$ cat src/rtl/agv_pkg.sv
// Shared opcode, resume-byte and FSM state definitions for the AGV command scheduler.
package agv_pkg;
  localparam logic [2:0] OP_NOP   = 3'd0;
  localparam logic [2:0] OP_FWD   = 3'd1;
  localparam logic [2:0] OP_REV   = 3'd2;
  localparam logic [2:0] OP_LEFT  = 3'd3;
  localparam logic [2:0] OP_RIGHT = 3'd4;
  localparam logic [2:0] OP_PICK  = 3'd5;
  localparam logic [2:0] OP_DROP  = 3'd6;
  localparam logic [2:0] OP_ESTOP = 3'd7;

  localparam logic [7:0] RESUME_BYTE = 8'h1F;

  typedef enum logic [1:0] {ST_IDLE, ST_WAIT, ST_HALT} state_t;

  // Only motion/handler opcodes go through the queue; NOP and ESTOP act immediately.
  function automatic logic is_queued_op(logic [2:0] op);
    return (op != OP_NOP) && (op != OP_ESTOP);
  endfunction
endpackage

$ cat src/rtl/agv_cmd_scheduler_if.sv
// Receiver-side and executor-side signals of the command scheduler.
// master: the scheduler itself; slave: the receiver/executor environment.
interface agv_cmd_scheduler_if #(parameter int FIFO_DEPTH = 4);
  localparam int CW = $clog2(FIFO_DEPTH) + 1;

  logic [7:0]    rx_data;
  logic          rx_valid;
  logic [2:0]    cmd_op;
  logic [4:0]    cmd_arg;
  logic          cmd_start;
  logic          cmd_done;
  logic          estop;
  logic          busy;
  logic [CW-1:0] fifo_count;
  logic          overflow;
  logic          timeout_err;

  modport master (
    input  rx_data, rx_valid, cmd_done,
    output cmd_op, cmd_arg, cmd_start, estop, busy, fifo_count, overflow, timeout_err
  );

  modport slave (
    output rx_data, rx_valid, cmd_done,
    input  cmd_op, cmd_arg, cmd_start, estop, busy, fifo_count, overflow, timeout_err
  );
endinterface

$ cat src/rtl/agv_cmd_fifo.sv
// Small synchronous FIFO with first-word fall-through head.
// A push into a full FIFO is accepted only when a pop happens in the same cycle.
module agv_cmd_fifo #(
  parameter int DEPTH = 4,
  parameter int W     = 8
) (
  input  logic                       clk,
  input  logic                       rst,
  input  logic                       push,
  input  logic                       pop,
  input  logic                       flush,
  input  logic [W-1:0]               din,
  output logic [W-1:0]               head,
  output logic                       full,
  output logic                       empty,
  output logic [$clog2(DEPTH):0]     count
);
  localparam int AW = $clog2(DEPTH);

  logic [W-1:0]  mem [DEPTH];
  logic [AW-1:0] wr_ptr, rd_ptr;
  logic          wr_en, rd_en;

  assign full  = (count == (AW+1)'(DEPTH));
  assign empty = (count == '0);
  assign wr_en = push && (!full || pop);
  assign rd_en = pop && !empty;
  assign head  = mem[rd_ptr];

  // Storage array; no reset needed since occupancy is tracked by count.
  always_ff @(posedge clk) begin
    if (wr_en && !flush) mem[wr_ptr] <= din;
  end

  // Pointer and occupancy bookkeeping; flush empties the queue in one cycle.
  always_ff @(posedge clk) begin
    if (rst || flush) begin
      wr_ptr <= '0;
      rd_ptr <= '0;
      count  <= '0;
    end else begin
      if (wr_en) wr_ptr <= wr_ptr + 1'b1;
      if (rd_en) rd_ptr <= rd_ptr + 1'b1;
      count <= count + (AW+1)'(wr_en) - (AW+1)'(rd_en);
    end
  end
endmodule

$ cat src/rtl/agv_cmd_scheduler.sv
// AGV command scheduler: queues received command bytes and issues them to the executor
// one at a time; ESTOP flushes, aborts and halts until the resume byte arrives.
// Optional feature macro: CMD_TIMEOUT_EN (WAIT time limit with sticky timeout_err).
module agv_cmd_scheduler
  import agv_pkg::*;
#(
  parameter int FIFO_DEPTH     = 4,
  parameter int TIMEOUT_CYCLES = 50000000
) (
  input  logic                  clk,
  input  logic                  rst,
  agv_cmd_scheduler_if.master   bus
);
  localparam int CW = $clog2(FIFO_DEPTH) + 1;

  if (FIFO_DEPTH < 2 || FIFO_DEPTH > 16 || (FIFO_DEPTH & (FIFO_DEPTH - 1)) != 0 || TIMEOUT_CYCLES < 1)
  begin : g_bad_param
    $error("agv_cmd_scheduler: bad FIFO_DEPTH or TIMEOUT_CYCLES");
  end

  state_t        state, state_n;
  logic [7:0]    head;
  logic          full, empty;
  logic [CW-1:0] count;
  logic          estop_req, resume_req, push, pop, flush, drop, timeout_hit;
  logic          start_q, estop_q, busy_q, ovf_q;
  logic [2:0]    op_q;
  logic [4:0]    arg_q;

  agv_cmd_fifo #(.DEPTH(FIFO_DEPTH), .W(8)) u_fifo (
    .clk(clk), .rst(rst), .push(push), .pop(pop), .flush(flush),
    .din(bus.rx_data), .head(head), .full(full), .empty(empty), .count(count)
  );

`ifdef CMD_TIMEOUT_EN
  localparam int TW = $clog2(TIMEOUT_CYCLES + 1);
  logic [TW-1:0] wait_cnt;
  logic          terr_q;

  // Counts cycles spent in WAIT; held at zero everywhere else so each entry starts fresh.
  always_ff @(posedge clk) begin
    if (rst || state != ST_WAIT) wait_cnt <= '0;
    else                         wait_cnt <= wait_cnt + 1'b1;
  end

  // A completion arriving on the last allowed cycle beats the timeout.
  assign timeout_hit = (state == ST_WAIT) && (wait_cnt == TW'(TIMEOUT_CYCLES - 1)) && !bus.cmd_done;

  // Sticky timeout flag.
  always_ff @(posedge clk) begin
    if (rst)              terr_q <= 1'b0;
    else if (timeout_hit) terr_q <= 1'b1;
  end
  assign bus.timeout_err = terr_q;
`else
  assign timeout_hit     = 1'b0;
  assign bus.timeout_err = 1'b0;
`endif

  // Event decode: ESTOP (or timeout) overrides issue and enqueue in the same cycle.
  always_comb begin
    estop_req  = bus.rx_valid && (bus.rx_data[7:5] == OP_ESTOP);
    resume_req = bus.rx_valid && (bus.rx_data == RESUME_BYTE);
    flush      = estop_req || timeout_hit;
    pop        = (state == ST_IDLE) && !empty && !flush;
    push       = bus.rx_valid && is_queued_op(bus.rx_data[7:5]) && (state != ST_HALT) && !flush;
    drop       = push && full && !pop;
  end

  // Next-state logic.
  always_comb begin
    state_n = state;
    if (flush) state_n = ST_HALT;
    else begin
      case (state)
        ST_IDLE: if (!empty)      state_n = ST_WAIT;
        ST_WAIT: if (bus.cmd_done) state_n = ST_IDLE;
        ST_HALT: if (resume_req)  state_n = ST_IDLE;
        default:                  state_n = ST_IDLE;
      endcase
    end
  end

  // State register.
  always_ff @(posedge clk) begin
    if (rst) state <= ST_IDLE;
    else     state <= state_n;
  end

  // Registered executor outputs; status levels follow the state being entered.
  always_ff @(posedge clk) begin
    if (rst) begin
      start_q <= 1'b0;
      op_q    <= '0;
      arg_q   <= '0;
      estop_q <= 1'b0;
      busy_q  <= 1'b0;
      ovf_q   <= 1'b0;
    end else begin
      start_q <= pop;
      if (pop) begin
        op_q  <= head[7:5];
        arg_q <= head[4:0];
      end
      estop_q <= (state_n == ST_HALT);
      busy_q  <= (state_n == ST_WAIT);
      if (drop) ovf_q <= 1'b1;
    end
  end

  assign bus.cmd_start  = start_q;
  assign bus.cmd_op     = op_q;
  assign bus.cmd_arg    = arg_q;
  assign bus.estop      = estop_q;
  assign bus.busy       = busy_q;
  assign bus.overflow   = ovf_q;
  assign bus.fifo_count = count;
endmodule

$ cat src/flat_wrapper.sv
// flat-port wrapper written by rule: the top's interface ports become plain ports
module agv_cmd_scheduler_flat import agv_pkg::*;
#(
  parameter int FIFO_DEPTH     = 4,
  parameter int TIMEOUT_CYCLES = 50000000
)
  (clk, rst, bus_rx_data, bus_rx_valid, bus_cmd_done, bus_cmd_op, bus_cmd_arg, bus_cmd_start, bus_estop, bus_busy, bus_fifo_count, bus_overflow, bus_timeout_err);
  agv_cmd_scheduler_if #(.FIFO_DEPTH(FIFO_DEPTH)) bus_i ();
  input  logic clk;
  input  logic rst;
  input wire logic [$bits(bus_i.rx_data)-1:0] bus_rx_data;
  input wire logic [$bits(bus_i.rx_valid)-1:0] bus_rx_valid;
  input wire logic [$bits(bus_i.cmd_done)-1:0] bus_cmd_done;
  output wire logic [$bits(bus_i.cmd_op)-1:0] bus_cmd_op;
  output wire logic [$bits(bus_i.cmd_arg)-1:0] bus_cmd_arg;
  output wire logic [$bits(bus_i.cmd_start)-1:0] bus_cmd_start;
  output wire logic [$bits(bus_i.estop)-1:0] bus_estop;
  output wire logic [$bits(bus_i.busy)-1:0] bus_busy;
  output wire logic [$bits(bus_i.fifo_count)-1:0] bus_fifo_count;
  output wire logic [$bits(bus_i.overflow)-1:0] bus_overflow;
  output wire logic [$bits(bus_i.timeout_err)-1:0] bus_timeout_err;
  assign bus_i.rx_data = bus_rx_data;
  assign bus_i.rx_valid = bus_rx_valid;
  assign bus_i.cmd_done = bus_cmd_done;
  assign bus_cmd_op = bus_i.cmd_op;
  assign bus_cmd_arg = bus_i.cmd_arg;
  assign bus_cmd_start = bus_i.cmd_start;
  assign bus_estop = bus_i.estop;
  assign bus_busy = bus_i.busy;
  assign bus_fifo_count = bus_i.fifo_count;
  assign bus_overflow = bus_i.overflow;
  assign bus_timeout_err = bus_i.timeout_err;
  agv_cmd_scheduler #(.FIFO_DEPTH(FIFO_DEPTH), .TIMEOUT_CYCLES(TIMEOUT_CYCLES)) u_core (.clk(clk), .rst(rst), .bus(bus_i));
endmodule
$ cat config.mk
export PLATFORM = sky130hd
export DESIGN_NAME = agv_cmd_scheduler_flat
export DESIGN_NICKNAME = d
export VERILOG_FILES = /design/src/rtl/agv_pkg.sv /design/src/rtl/agv_cmd_scheduler_if.sv /design/src/rtl/agv_cmd_fifo.sv /design/src/rtl/agv_cmd_scheduler.sv /design/src/flat_wrapper.sv
export SDC_FILE = /design/constraint.sdc
export NUM_CORES = 1
export LEC_CHECK = 0
export CAP_MARGIN = 10
export CORE_MARGIN = 10
export CORE_UTILIZATION = 58
export CTS_CLUSTER_DIAMETER = 50
export DETAILED_ROUTE_END_ITERATION = 7
export GPL_TIMING_DRIVEN = 0
export PLACE_DENSITY_LB_ADDON = 0.25
export SLEW_MARGIN = 0
export SYNTH_ARGS = -nofsm -noshare
export SYNTH_HDL_FRONTEND = slang
export SYNTH_SLANG_ARGS = --single-unit
$ cat constraint.sdc
create_clock -name clk -period 4.9 [get_ports clk]
set_input_delay 1.47 -clock clk [delete_from_list [all_inputs] [get_ports clk]]
set_output_delay 1.47 -clock clk [all_outputs]
set_load 0.01 [all_outputs]
==> results.md <==
* Initial antenna violation count at 0
* Largest family of logic cells by synthesized area: multiplexers
* Period utilization at 78.8%
* Gr usage total at 13.5%
* Vias/cell at 5.69
* Clock share of power at 25.1%
* Register share of total power at 42.3%
* Most common cell after layout, fill and taps aside: edfxtp_1
* Worst hold path class: flop to flop
* Die area at 6520 sq um
* Final Max Slew Viols at 0
* Resized Gates After CTS at 0
* Slew margin rel. at 60.8%
* DRC Markers at 0
* Minimum clock period at 3860 ps
* Worst endpoint required time at 5080 ps
* Combinational fraction of design power at 32.6%
* Aggregate global routing overflow at 0
* CP startpoint kind: primary input
* Register area share after synthesis at 64.6%
* Adder-cell share of the synthesized area at 4.44%
* Worst IR Drop VDD at 0.231 mV
* Clk Latency, worst-skew pair at 300 ps
* Commonest cells after routing, fill and taps aside: 32 x edfxtp_1, 26 x clkdlybuf4s50_1, 21 x dfxtp_1, 19 x nor2_1
* CTS sink count at 53
* Final TNS setup at 0 ps
* Worst-path clk slew at 90 ps
* Cells after synthesis at 145
* Area Growth Syn to Fin at 21.2%
* Iter 0 DRT Violations at 98
* Hold Vio Cnt, Final at 0
* Nets at 197
* Worst Max-Slew Pin Slew at 588 ps
* Power per cell area at 524 nW/um^2
* Highest Clock Rate at 0.259 GHz
* Vias at 1,292
* Initial core utilization at 59.3%
* Drt first pass iters at 4
* Max Cap Viol at 0
* Leak at 0.969 nW
* Arr. time, crit path at 4040 ps
* Status: completed
* Post-synthesis cell area at 2140 sq um
* Hold_buf cts at 0
* Post-CTS Setup Inserts at 0
* Post-synth ARST share at 0%
* Vias in the first global route at 1,317
* H-tree depth at 2
* Syn avg cell area at 14.8 sq um
* Int Power at 0.979 mW
* Synth cell types at 35
* FILL cells at 236
* Post-DRT Antenna Nets at 0
* Syn. warnings at 0
* Die width at 80.7 um
* Multi-input logic area at 688 sq um
* FF+latch count, synth at 53
* DRT Wirelength at 4100 um
* Die Y at 80.7 um
* TritonCTS clock tree: yes
* Register area at 1380 sq um
* Final setup violation count at 0
* Post-Synth Simple-Gate Area at 9.01%
* CP Capture Type: flop
* Root buffer cell: clkbuf_8
* Critical path peak fanout at 10
* Ant diodes at 0
* RSZ-0062 raised after global routing: false
* Core area at 3610 sq um
* CTS Buf Count at 5
* Clock Skews at 4.96 ps
* Row cnt at 22
* Critical path class: primary input to flop
* Detailed placement HPWL at 2930 um
* CTS Buffer Depth at 2
* Synth Flop Type: edfxtp_1
* I/O pin cnt at 28
* Syn nets at 164
* Gpl congestion at 0.821
* Number of flops mapped to enable cells by yosys at 32
* Port buffer count at 26
* Multiplexer share of the synthesized area at 12.2%
* Sw power at 0.380 mW
* Largest net degree at the start of global routing at 17
* Post-Synth XOR/XNOR Area at 1.64%
* DR WL/cell at 18.1 um
* Layout Utilization at 71.9%
* Layout cell share with drive strength beyond 1 at 12.8%
* Sw Ratio at 27.9%
* First-pass GRT wire length at 6640 um
* Post-synthesis compound-gate area fraction at 4.74%
==> worst paths after layout <==
check | startpoint | depth (start not counted) | slack (ps) | to
worst max-delay path | bus_rx_data[5] | 13 | 1040 | u_core.u_fifo.count[2]
worst min-delay path | u_core.bus.overflow | 2 | 500 | u_core.bus.overflow
worst max register to register | u_core.u_fifo.count[2] | 12 | 2470 | u_core.u_fifo.count[2]
worst min register to register | u_core.bus.overflow | 2 | 500 | u_core.bus.overflow
==> cells by family after synthesis <==
group,Yosys count
flip-flops,53
multiplexers,16
AND/OR/NAND/NOR,37
buffers and inverters,13
adder cells (fa/ha/maj),7
XOR/XNOR,4
other,1
AO/OA/AOI/OAI,14
==> per-layer routing <==
| metal | up-vias | global-route usage, % | share of wire [%] |
|---|---|---|---|
| li1 | 603 | - | - |
| met1 | 634 | 16.0 | 40 |
| met2 | 48 | 22.7 | 51 |
| met3 | 7 | 3.97 | 7.1 |
| met4 | 0 | 5.02 | 1.8 |
| met5 | - | 0 | 0 |
==> area by class of cell <==
type                       count  share of cell area (%)
sequential                    53                    53.3
multi-input combinational     79                    26.5
timing repair buffer          26                    10.0
clock buffer                   5                    2.65
clock inverter                 3                    2.51
tap                           48                    2.32
buffer                         6                    1.69
inverter                       7                    1.01
==> state kept, by name (all words and copies together), names as in the netlist <==
signal,flops
u_core.bus.overflow,1
u_core.u_fifo.rd_ptr,2
u_core.bus.cmd_start,1
u_core.bus.cmd_op,3
u_core.state,2
u_core.u_fifo.mem,32
u_core.bus.busy,1
u_core.bus.cmd_arg,5
u_core.u_fifo.wr_ptr,2
u_core.bus.estop,1
u_core.u_fifo.count,3
==> synthesized netlist by cell type, types with 2 or more instances <==
cell type / instances / area share [%]
edfxtp_1: 32 / 45
dfxtp_1: 21 / 20
nor2_1: 19 / 3.3
mux2i_1: 8 / 3.7
mux4_2: 8 / 8.4
a21oi_1: 7 / 1.6
inv_1: 7 / 1.2
ha_1: 6 / 3.5
and3_1: 4 / 1.2
nand3_1: 4 / 0.94
xor2_1: 3 / 1.2
clkbuf_1: 2 / 0.35
nand2b_1: 2 / 0.58
==> stage by stage <==
| stage | std cells | hold WS (ps) | worst slack (ps) | area [sq um] | power (mW) |
|---|---|---|---|---|---|
| 2_1_floorplan | 145 | 484 | 1480 | 2140 | 0.877 |
| 3_3_place_gp | 219 | 457 | 769 | 2460 | 1.01 |
| 3_5_place_dp | 219 | 484 | 711 | 2460 | 1.03 |
| 4_1_cts | 227 | 516 | 1040 | 2590 | 1.37 |
| 5_1_grt | 227 | 530 | 872 | 2590 | 1.42 |
| 6_report | 227 | 501 | 1040 | 2590 | 1.36 |
==> worst max-delay path: stages <==
cell             delay, ps
clkdlybuf4s50_1        570
and4_1                 280
o311a_1                340
nor2_1                 110
inv_1                   50
ha_1                   270
inv_1                   50
ha_1                   130
inv_1                   50
fa_1                   370
xor2_1                 170
xnor2_1                130
nor2_1                  50
==> power by group through the flow <==
stage               sequential [mW]  combinational, mW  clock (mW)
finish                        0.575              0.443       0.341
global route                  0.583              0.479       0.363
CTS                           0.575              0.451       0.345
detailed placement            0.586              0.449           0
global placement              0.580              0.430           0
floorplan                     0.598              0.279           0
Note: power is estimated with default switching activity, not from simulation.
